## src/rtl/reg_target_uart_sniff.sv

```systemverilog
// Passive target-IO UART sniffer on the OpenADC register bus.
// Received bytes are buffered in a FIFO for host readout.
module reg_target_uart_sniff #(
  parameter logic [5:0] ADDR_CFG  = 6'd56,
  parameter logic [5:0] ADDR_DATA = 6'd57,
  parameter int         FIFO_AW   = 6
) (
  input  logic        clk,
  input  logic        reset_i,
  input  logic [5:0]  reg_address,
  input  logic [15:0] reg_bytecnt,
  input  logic [7:0]  reg_datai,
  output logic [7:0]  reg_datao,
  input  logic [15:0] reg_size,
  input  logic        reg_read,
  input  logic        reg_write,
  input  logic        reg_addrvalid,
  input  logic [5:0]  reg_hypaddress,
  output logic [15:0] reg_hyplen,
  input  logic        rx_io1_i,
  input  logic        rx_io2_i,
  output logic        data_avail_o
);

  localparam int DEPTH = 1 << FIFO_AW;
  localparam logic [FIFO_AW:0] FULL_CNT = (FIFO_AW+1)'(DEPTH);

  typedef enum logic [2:0] {
    IDLE, START, DATA, PARITY, STOP
  } state_t;

  logic        en;
  logic        src;
  logic        par_en;
  logic        par_odd;
  logic [15:0] div;
  logic        ovf;
  logic        ferr;
  logic        perr;

  logic [7:0]         mem [DEPTH];
  logic [FIFO_AW-1:0] wr_ptr;
  logic [FIFO_AW-1:0] rd_ptr;
  logic [FIFO_AW:0]   count;
  logic               full;
  logic               empty;
  logic               do_push;
  logic               do_pop;

  logic cfg_wr;
  logic clr;
  logic rd_strobe;
  logic rd_q;
  logic pop;

  logic line_sel;
  logic s1;
  logic s2;
  logic s_prev;
  logic fall;

  state_t      state;
  state_t      state_n;
  logic [15:0] cnt;
  logic [15:0] cnt_n;
  logic [2:0]  bitn;
  logic [2:0]  bitn_n;
  logic [7:0]  sh;
  logic [7:0]  sh_n;
  logic        armed;
  logic        armed_n;
  logic        push;
  logic        fe_set;
  logic        pe_set;

  logic [15:0] ediv;
  logic [15:0] half;
  logic        tick;
  logic [15:0] cnt_ext;
  logic [7:0]  cnt_byte;
  logic        unused;

  assign unused    = ^reg_size;
  assign cfg_wr    = reg_write && reg_addrvalid && (reg_address == ADDR_CFG);
  assign clr       = cfg_wr && (reg_bytecnt == 16'd0) && reg_datai[1];
  assign rd_strobe = reg_read && reg_addrvalid && (reg_address == ADDR_DATA);
  assign pop       = rd_strobe && !rd_q;

  assign full    = (count == FULL_CNT);
  assign empty   = (count == '0);
  assign do_pop  = pop && !empty;
  assign do_push = push && (!full || do_pop);

  assign line_sel = src ? rx_io2_i : rx_io1_i;
  assign fall     = s_prev && !s2;
  assign ediv     = (div < 16'd4) ? 16'd4 : div;
  assign half     = ediv >> 1;
  assign tick     = (cnt == 16'd0);

  assign cnt_ext  = 16'(count);
  assign cnt_byte = (cnt_ext > 16'd255) ? 8'hFF : cnt_ext[7:0];

  // Host-writable configuration bytes.
  always_ff @(posedge clk) begin
    if (reset_i) begin
      en      <= 1'b0;
      src     <= 1'b0;
      par_en  <= 1'b0;
      par_odd <= 1'b0;
      div     <= 16'd833;
    end else if (cfg_wr) begin
      case (reg_bytecnt)
        16'd0: begin
          en      <= reg_datai[0];
          src     <= reg_datai[2];
          par_en  <= reg_datai[3];
          par_odd <= reg_datai[4];
        end
        16'd1: div[7:0]  <= reg_datai;
        16'd2: div[15:8] <= reg_datai;
        default: ;
      endcase
    end
  end

  // Read-strobe history for one pop per strobe.
  always_ff @(posedge clk) begin
    if (reset_i) rd_q <= 1'b0;
    else         rd_q <= rd_strobe;
  end

  // Two-flop synchroniser plus edge-detect history.
  always_ff @(posedge clk) begin
    if (reset_i) begin
      s1     <= 1'b1;
      s2     <= 1'b1;
      s_prev <= 1'b1;
    end else begin
      s1     <= line_sel;
      s2     <= s1;
      s_prev <= s2;
    end
  end

  // Receiver state register.
  always_ff @(posedge clk) begin
    if (reset_i) begin
      state <= IDLE;
      cnt   <= 16'd0;
      bitn  <= 3'd0;
      sh    <= 8'd0;
      armed <= 1'b0;
    end else begin
      state <= state_n;
      cnt   <= cnt_n;
      bitn  <= bitn_n;
      sh    <= sh_n;
      armed <= armed_n;
    end
  end

  // Receiver next-state, bit sampling and push/error strobes.
  always_comb begin
    state_n = state;
    cnt_n   = cnt;
    bitn_n  = bitn;
    sh_n    = sh;
    armed_n = armed;
    push    = 1'b0;
    fe_set  = 1'b0;
    pe_set  = 1'b0;
    unique case (state)
      IDLE: begin
        if (s2) armed_n = 1'b1;
        if (en && armed && fall) begin
          state_n = START;
          cnt_n   = half;
          armed_n = 1'b0;
        end
      end
      START: begin
        if (!tick) begin
          cnt_n = cnt - 16'd1;
        end else if (!s2) begin
          state_n = DATA;
          cnt_n   = ediv - 16'd1;
          bitn_n  = 3'd0;
        end else begin
          state_n = IDLE;
        end
      end
      DATA: begin
        if (!tick) begin
          cnt_n = cnt - 16'd1;
        end else begin
          sh_n  = {s2, sh[7:1]};
          cnt_n = ediv - 16'd1;
          if (bitn == 3'd7) begin
            state_n = par_en ? PARITY : STOP;
          end else begin
            bitn_n = bitn + 3'd1;
          end
        end
      end
      PARITY: begin
        if (!tick) begin
          cnt_n = cnt - 16'd1;
        end else begin
          pe_set  = (s2 != ((^sh) ^ par_odd));
          state_n = STOP;
          cnt_n   = ediv - 16'd1;
        end
      end
      STOP: begin
        if (!tick) begin
          cnt_n = cnt - 16'd1;
        end else begin
          if (s2) push = 1'b1;
          else    fe_set = 1'b1;
          state_n = IDLE;
        end
      end
      default: state_n = IDLE;
    endcase
    if (!en || clr) begin
      state_n = IDLE;
      push    = 1'b0;
      fe_set  = 1'b0;
      pe_set  = 1'b0;
    end
  end

  // FIFO pointers, count, sticky status and data-available flag.
  always_ff @(posedge clk) begin
    if (reset_i) begin
      wr_ptr       <= '0;
      rd_ptr       <= '0;
      count        <= '0;
      ovf          <= 1'b0;
      ferr         <= 1'b0;
      perr         <= 1'b0;
      data_avail_o <= 1'b0;
    end else begin
      data_avail_o <= !empty;
      if (clr) begin
        wr_ptr <= '0;
        rd_ptr <= '0;
        count  <= '0;
        ovf    <= 1'b0;
        ferr   <= 1'b0;
        perr   <= 1'b0;
      end else begin
        if (do_push) wr_ptr <= wr_ptr + FIFO_AW'(1);
        if (do_pop)  rd_ptr <= rd_ptr + FIFO_AW'(1);
        case ({do_push, do_pop})
          2'b10:   count <= count + (FIFO_AW+1)'(1);
          2'b01:   count <= count - (FIFO_AW+1)'(1);
          default: ;
        endcase
        if (push && !do_push) ovf <= 1'b1;
        if (fe_set) ferr <= 1'b1;
        if (pe_set) perr <= 1'b1;
      end
    end
  end

  // FIFO storage; contents are don't-care until pushed.
  always_ff @(posedge clk) begin
    if (do_push && !clr) mem[wr_ptr] <= sh;
  end

  // Read mux; zero when this block is not addressed.
  always_comb begin
    reg_datao = 8'h00;
    if (reg_address == ADDR_CFG) begin
      case (reg_bytecnt)
        16'd0: reg_datao = {3'b000, par_odd, par_en, src, 1'b0, en};
        16'd1: reg_datao = div[7:0];
        16'd2: reg_datao = div[15:8];
        16'd3: reg_datao = {3'b000, perr, ferr, ovf, full, empty};
        16'd4: reg_datao = cnt_byte;
        default: reg_datao = 8'h00;
      endcase
    end else if (reg_address == ADDR_DATA && !empty) begin
      reg_datao = mem[rd_ptr];
    end
  end

  // Register length answer for the hypothetical address.
  always_comb begin
    reg_hyplen = 16'd0;
    if (reg_hypaddress == ADDR_CFG)  reg_hyplen = 16'd5;
    if (reg_hypaddress == ADDR_DATA) reg_hyplen = 16'd1;
  end

endmodule

```

## config.mk

```make
export PLATFORM = sky130hd
export DESIGN_NAME = reg_target_uart_sniff
export DESIGN_NICKNAME = d
export VERILOG_FILES = /design/src/rtl/reg_target_uart_sniff.sv
export SDC_FILE = /design/constraint.sdc
export NUM_CORES = 1
export LEC_CHECK = 0
export BUFFER_PORTS_ARGS = -buffer_cell sky130_fd_sc_hd__buf_2
export CAP_MARGIN = 40
export CORE_ASPECT_RATIO = 0.75
export CORE_MARGIN = 2
export CORE_UTILIZATION = 67
export DETAILED_ROUTE_END_ITERATION = 10
export PLACE_DENSITY = 0.84
export SLEW_MARGIN = 20
export SYNTH_ARGS = -nofsm -noshare
export SYNTH_HDL_FRONTEND = slang
export SYNTH_SLANG_ARGS = --single-unit
```

## constraint.sdc

```tcl
create_clock -name clk -period 8.2 [get_ports clk]
set_input_delay 0.82 -clock clk [delete_from_list [all_inputs] [get_ports clk]]
set_output_delay 0.82 -clock clk [all_outputs]
set_load 0.02 [all_outputs]
```

* Word-level counts from Yosys, hierarchy flattened *
Memory sizes are Yosys's and may differ from the RTL's. A register that Yosys moved wholly into a read port is not among the register bits.
Index checks and enable logic that the tools add are counted.

storage, ports and cells
  register bits = 78
  output and inout port bits = 25
  memories kept = 1
  bits in writable memories = 512

memory list
  name  words  width  rd ports  clocked after memory_dff  write ports  RTL line  source
  mem   64     8      1         1                         1            41        logic [7:0] mem [DEPTH];

cells by class
  equality and inequality tests = 27
  mux-type cells = 46
  add/sub/neg operators = 7
  reductions and logical operators = 44
  order comparisons = 2
  bitwise logic cells = 1

operators by type and width
  cell                                                            number
  two-way mux 16 bit                                              7
  case mux 16 bit (4 select lines)                                1
  case mux 8 bit (5 select lines)                                 1
  two-way mux 3 bit                                               12
  equality test 16 x 2 -> 1 bit (second input constant)           2
  logical NOT 16 bit                                              2
  subtractor 16 x 1 -> 16 bit (second input constant)             2
  equality test 6 bit (second input constant)                     4
  two-way mux 8 bit                                               3
  inequality test 2 bit (second input constant)                   9
  equality test 16 x 1 -> 1 bit (second input constant)           1
  equality test 16 x 3 -> 1 bit (second input constant)           1
  less-than comparator 16 x 3 -> 1 bit (second input constant)    1
  two-way mux 1 bit                                               16
  logical AND 1 bit                                               15
  case mux 3 bit (5 select lines)                                 1
  case mux 7 bit (2 select lines)                                 1
  adder 6 x 1 -> 6 bit (second input constant)                    2
  two-way mux 6 bit                                               2
  AND reduction 2 bit                                             5
  greater-than comparator 7 x 8 -> 1 bit (second input constant)  1
  XOR reduction 8 bit                                             1
  adder 7 x 1 -> 7 bit (second input constant)                    1
  equality test 7 bit (second input constant)                     1
  22 further kinds                                                35

* Depth between registers and ports, before layout *
Gate-level depths: netlist (run 1).

  depth after elaboration = 10
  mapped depth = 15

* Worst setup path after synthesis (run 1) *
Ideal clock, no wire load.

  kind = input to register
  from = input reg_address[2]
  to = register count[6]
  arrival time = 3713 ps
  cell stages on the path = 12
  required time = 8072 ps
  setup time = 128 ps
  buffers on the path = 0
  setup slack = 4359 ps
  path through = nand4b_4 > or4_1 > or4_1 > a21oi_2 > ha_1 > nor2b_1 > nor3_1 > o21bai_1 > a21oi_1 > mux2i_1 > xor2_1 > nor2_1

on the way
  longest elaborated chain between the ends = 9
  elaborated cells on any way between the ends = 17

ends and longest elaborated chain
  what                                                                          RTL line  source
  start, declared                                                               10        input logic [5:0] reg_address,
  equality test 6 bit                                                           84        assign cfg_wr = reg_write && reg_addrvalid && (reg_address == ADDR_CFG);
  logical AND 1 bit                                                             84
  logical AND 1 bit (2 in series)                                               85        assign clr = cfg_wr && (reg_bytecnt == 16'd0) && reg_datai[1];
  logical OR 1 bit                                                              225       if (!en || clr) begin
  two-way mux 1 bit                                                             225
  logical AND 1 bit                                                             92        assign do_push = push && (!full || do_pop);
  equality test 2 x 1 -> 1 bit / equality test 2 bit (equally long branches)    255       case ({do_push, do_pop})
  case mux 7 bit (2 select lines) / nonzero test 2 bit (equally long branches)  -
  end signal, assigned                                                          256       2'b10: count <= count + (FIFO_AW+1)'(1);
  end signal, assigned                                                          257       2'b01: count <= count - (FIFO_AW+1)'(1);
  end, declared                                                                 44        logic [FIFO_AW:0] count;

Parallel ways exist; a longest one is shown, timed or not.
A chain may end at the register's enable or synchronous reset.

==> flow_summary.yaml, run 1 <==
timing:
  hold_viol: 0
  setup_tns_ns: 0
  slew_headroom_pct: 32.4
  finalSetupViolations: 0
  setup_ws_ns: 3.33
  rsz0062_at_grt: "no"
  fmax_mhz: 206
  min_period_over_period_pct: 59.3
  drv_slew: 0
  tightest_slew_ns: 1.00
  period_minus_slack_ns: 4.87
  fin_worst_skew_ns: 0.0220
cells_and_area:
  seqCellArea_um2: 17100
  area_delta_synth_final_pct: 10.4
  fillers: 2066
  final_nets: 1746
  final_cells: 2216
  multi_input_area_um2: 7550
  layout-drive-gt1-share_pct: 20.0
  fin_util_pct: 75.0
clocking:
  hold_buffers: 0
  clkTransAtPathRegs_ns: 0.07
  cts-buffers-inserted: 52
  clockBufferDepth: 3
  post_cts_buffers: 0
  cts_sinks: 596
  htreeDepth: 2
  cts_tree: "done"
  clkLatencyLatePin_ns: 0.58
  cts_resized: 0
  cts-root-buf: "clkbuf_16"
worst_setup_path:
  cp.required_ns: 7.38
  crit_arrival_ns: 4.05
  slowest_stage: "buf_4"
  cpPeakStageDelay_ns: 0.61
  crit_chain: "buf_4 -> buf_4 -> mux4_2 -> mux4_2 -> mux2_2 -> a221o_1 -> buf_2"
  crit_family: "multiplexers"
  worstSetupEndpointType: "primary output"
  worst_setup_path_start_kind: "flop"
  crit_buf_inv: 3
  crit_type: "reg -> out"
  cp_max_fo: 30
power:
  leakagePower_uw: 0.00889
  ir_drop_mv: 0.194
  powerDensity_nw_per_um2: 205
  finalPower_uw: 5700
logic_synthesis:
  synth.area.top_cells: "edfxtp_1, mux4_2, dfxtp_1, mux2i_1, nor2_1"
  syn_area_um2: 25200
  synth_top_family_by_area: "multiplexers"
  synth_mux_area_share_pct: 13.9
  yosysUniqueCellTypes: 79
  ys_top_cells_by_count: "edfxtp_1, nor2_1, mux4_2"
  synth.avg_cell_area_um2: 15.8
  synth_xor_area_share_pct: 1.50
  ys_seq_area_share_pct: 67.8
  synthSimpleGateAreaFrac_pct: 7.84
  synth_compound_area_share_pct: 5.86
  syn-instance-count: 1596
  async_flop_share_pct: 0
  yosysWarnings: 0
  synth_largest_area_cell: "edfxtp_1"
  ys.flop_type: "edfxtp_1"
  synth.most_common_cell: "edfxtp_1"
  synth_edf_count: 512
  synth_top_area_share_pct: 61.1
  synth_fa_ha_area_share_pct: 0.676
  ys_ff_latch: 596
floorplanning:
  core_um2: 37000
  die_y_um: 172
  die_w_um: 228
  start_util_pct: 68.0
  rows: 61
  io_pins: 84
  die_area_um2: 39100
detailed_routing:
  drt-total-wl_um: 62400
  wl_met2_um: 29400
  ant_nets: 0
  drc: 0
  wl_met1_um: 23800
  routed_via_density: 6.94
  vias: 15400
  met3WireLength_um: 7330
  wire_per_inst_um: 28.2
  dr.first_iter.drc_count: 2687
  firstDrtPassIters: 6
  top_layer_used: "met4"
placed_design:
  post-dp-hpwl_um: 37600
  place_ws_ns: 3.76
  gp_congestion: 0.981
  dpl.cell_count: 2094
  portBuffers: 53
run_status:
  outcome: "complete, no violations"
worst_hold_path:
  hp-class: "reg -> reg"
global_routing:
  grt_usage_pct: 31.7
  grt_pass1_wl_um: 91700
  grt_start_max_net_pins: 76
  antenna_found_initial: 0
  first_global_vias: 14600
  overflow: 0
job:
  maxCapViolCount: 0
[final timing paths]
path | start | end | slack [ns] | cells after the start
max reg2reg | cnt[0] | mem[14][3] | 3.86 | 8
min reg2reg | s1 | s2 | 0.42 | 1
max | flop | reg_datao[7] | 3.33 | 7
min | s1 | s2 | 0.42 | 1
[state kept, by name (all words and copies together) (netlist names), 6 cells and up, named ones only]
register	count
count	7
rd_ptr	6
wr_ptr	6
div	16
sh	8
cnt	16
mem	512
[layer usage]
layer | global-route usage, % | up-vias
met4 | 8.95 | 0
met5 | 0 | -
met2 | 50.2 | 1098
li1 | - | 6427
met1 | 46.1 | 7689
met3 | 6.02 | 168
[power by group]
part | leakage (µW) | internal, µW | switching [µW]
logic | 0.00267 | 12.2 | 24.0
registers | 0.00543 | 3240 | 0.813
clock network | 0.000802 | 1360 | 1070
[layout by cell type, fill, tap and decap left out, types with 16 or more instances in the layout]
cell / Yosys / final
nand3_1: 26 / 26
nor2b_1: 16 / 16
nor3_1: 29 / 29
nand2_1: 74 / 74
mux4_2: 113 / 113
xnor2_1: 25 / 25
buf_4: 25 / 52
edfxtp_1: 512 / 512
o21ai_0: 23 / 23
nor4_1: 19 / 19
dfxtp_1: 84 / 73
a21oi_1: 55 / 55
xor2_1: 18 / 18
nor2_1: 159 / 159
clkbuf_16: 0 / 53
mux2i_1: 91 / 91
buf_2: 24 / 57
[logic make-up (layout without fill, tap and decap cells)]
| family | after synthesis | in the layout |
|---|---|---|
| fa+ha+maj | 13 | 13 |
| buf+inv | 123 | 225 |
| mux | 208 | 208 |
| compound gates | 214 | 214 |
| flops | 596 | 596 |
| simple gates | 398 | 398 |
| xor+xnor | 43 | 43 |
| other cells | 1 | 15 |
[through the flow]
step / hold WS [ns] / area, µm²
after floorplan: 0.389 / 25200
after global placement: 0.398 / 25800
after detailed placement: 0.397 / 25800
after CTS: 0.425 / 27500
after global routing: 0.442 / 27800
final: 0.424 / 27800
[layout make-up]
cell class	instances	area share (%)
Antenna cell	1	0.00901
Clock buffer	70	5.08
Multi-Input combinational cell	890	27.2
Clock inverter	21	0.842
Tap cell	504	2.27
Timing Repair Buffer	118	2.95
Sequential cell	596	61.5
Inverter	16	0.216
No activity file was read; power rests on OpenSTA's default activity.
==> run 2: changes to the inputs <==
ABC_AREA = 1   (was not set)
CORE_UTILIZATION = 56   (was 67)
PLACE_DENSITY = 0.75   (was 0.84)
clock period = 4.3 ns   (was 8.2 ns; I/O delays follow)
==> flow_summary.yaml, run 2 <==
timing:
  slew_headroom_pct: 31.8
  finalSetupViolations: 0
  fmax_mhz: 268
  fin_worst_skew_ns: 0.0237
  drv_slew: 0
  fin_hold_ws_ns: 0.0859
  tightest_slew_ns: 1.02
  hold_viol: 0
  period_minus_slack_ns: 3.73
  setup_tns_ns: 0
  rsz0062_at_grt: "no"
  min_period_over_period_pct: 86.8
logic_synthesis:
  synth.avg_cell_area_um2: 10.5
  synth_edf_count: 512
  ys_seq_area_share_pct: 65.5
  async_flop_share_pct: 0
  synth.area.top_cells: "edfxtp_1, nand2_1, dfxtp_1, nor2_1, nand3_1"
  syn-instance-count: 2482
  synth_top_area_share_pct: 59.0
  ys_ff_latch: 596
  synth_largest_area_cell: "edfxtp_1"
  syn_area_um2: 26100
  yosysUniqueCellTypes: 48
  ys.flop_type: "edfxtp_1"
  yosysWarnings: 0
  ys_top_cells_by_count: "edfxtp_1, nand2_1, nor2_1"
  synth.most_common_cell: "edfxtp_1"
clocking:
  cts-buffers-inserted: 55
  cts_sinks: 596
  post_cts_buffers: 0
  htreeDepth: 2
  cts-root-buf: "clkbuf_16"
  cts_tree: "done"
  cts_resized: 0
  hold_buffers: 0
  clockBufferDepth: 3
  clkLatencyLatePin_ns: 0.61
  clkTransAtPathRegs_ns: 0.06
cells_and_area:
  final_nets: 2577
  layout-drive-gt1-share_pct: 8.67
  top_regs: "mem (512), cnt (16), div (16)"
  layout_common_cells: "edfxtp_1, nand2_1, nor2_1"
  regMostFlops: "mem"
  largest_reg_flops: 512
  antenna_cells: 0
  layout_commonest_cell: "edfxtp_1"
  area_delta_synth_final_pct: 9.51
global_routing:
  first_global_vias: 17700
  overflow: 0
  grt_pass1_wl_um: 100000
  grt_usage_pct: 27.2
  antenna_found_initial: 0
  grt_start_max_net_pins: 201
detailed_routing:
  firstDrtPassIters: 6
  drc: 0
  wire_per_inst_um: 20.8
  vias: 18900
  drt-total-wl_um: 65600
  ant_nets: 0
  dr.first_iter.drc_count: 2538
  routed_via_density: 6.01
job:
  maxCapViolCount: 0
floorplanning:
  rows: 68
  io_pins: 84
  start_util_pct: 56.7
  die_y_um: 191
  core_um2: 45900
  die_area_um2: 48300
  die_w_um: 253
power:
  finalPower_uw: 10800
  powerDensity_nw_per_um2: 380
  ir_drop_mv: 0.369
  leakagePower_uw: 0.0106
worst_setup_path:
  worst_setup_path_start_kind: "flop"
  crit_chain: "buf_12 -> nor2_1 -> nor2_1 -> o21ai_0 -> o211ai_1 -> nand3_1 -> nand3_1 -> nand3_1 -> nand2_1 -> nand2_1 -> nand2_1 -> buf_2"
  cp_max_fo: 200
  slowest_stage: "buf_12"
  crit_type: "reg -> out"
  crit_family: "simple AND/OR/NAND/NOR gates"
  crit_buf_inv: 2
  cp.required_ns: 3.87
  crit_arrival_ns: 3.30
  cpPeakStageDelay_ns: 0.48
  worstSetupEndpointType: "primary output"
placed_design:
  portBuffers: 53
  post-dp-hpwl_um: 39800
  gp_congestion: 0.965
worst_hold_path:
  hp-class: "in -> reg"
run_status:
  outcome: "complete, no violations"
## run 2: cell types whose count changed after synthesis, moves of 30 or more
cell,before,now
a21oi_1,55,171
buf_2,24,54
inv_1,15,102
mux2i_1,91,0
mux4_2,113,0
nand2_1,74,469
nand3_1,26,222
nor2_1,159,348
o21ai_0,23,171
o31ai_1,8,53
## run 2: path summary, 6_finish.rpt
kind	cells past startpoint	end	slack, ns	start
max	12	reg_datao[4]	0.57	flop
min	3	rd_q	0.09	reg_read
max reg2reg	18	count[6]	0.81	state[0]
min reg2reg	1	s2	0.46	s1
## run 2: per-stage QoR
step / cell area [µm²] / util (%) / instances / worst slack, ns
finish: 28500 / 62.1 / 3145 / 0.568
global route: 28500 / 62.1 / 3145 / 0.398
CTS: 28500 / 62.0 / 3136 / 0.642
detailed placement: 26800 / 58.4 / 3034 / 0.917
global placement: 26800 / 58.2 / 3031 / 1.07
floorplan: 26100 / - / 2495 / 1.63
## run 2: logic make-up after synthesis
family | Yosys count | share of synthesized area [%]
compound gates | 477 | 10.4
xor+xnor | 32 | 1.08
fa+ha+maj | 13 | 0.653
buf+inv | 255 | 4.25
flops | 596 | 65.5
other cells | 1 | 0.0144
simple gates | 1108 | 18.2
## run 2: metal layers
metal | vias to the layer above | wire length (µm) | GRT usage, % | share of wire (%)
met3 | 152 | 7320 | 6.65 | 11
met5 | - | 0 | 0 | 0
met2 | 969 | 28700 | 40.3 | 44
met1 | 9036 | 27500 | 39.6 | 42
met4 | 0 | 2000 | 8.88 | 3.1
li1 | 8753 | - | - | -
## run 2: worst reg2reg max path, stage by stage (launching register included)
cell	delay [ns]
dfxtp_1	0.38
nor2_4	0.16
clkinv_2	0.12
nor2_8	0.18
inv_2	0.18
nor3_1	0.33
nand3_1	0.22
nand2_2	0.23
inv_1	0.15
ha_1	0.38
nand2_1	0.07
o21ai_0	0.27
a21oi_1	0.12
o21bai_1	0.22
nand3_1	0.10
nand2_1	0.09
nand3_1	0.07
nand2_1	0.06
nor2_1	0.04
## run 2: layout make-up
type                       instances  area, µm²
clock buffer                      69       1470
clock inverter                    33        186
tap                              595        744
sequential                       596      17100
inverter                         111        423
multi-input combinational       1644       7940
fill                            3587      17400
timing repair buffer              97        696
## run 2: where the power goes
group          internal [µW]  total, µW  leakage, µW  switching [µW]
registers               6180       6180      0.00558            1.75
logic                   22.5       67.3      0.00424            44.8
clock network           2480       4580     0.000820            2100
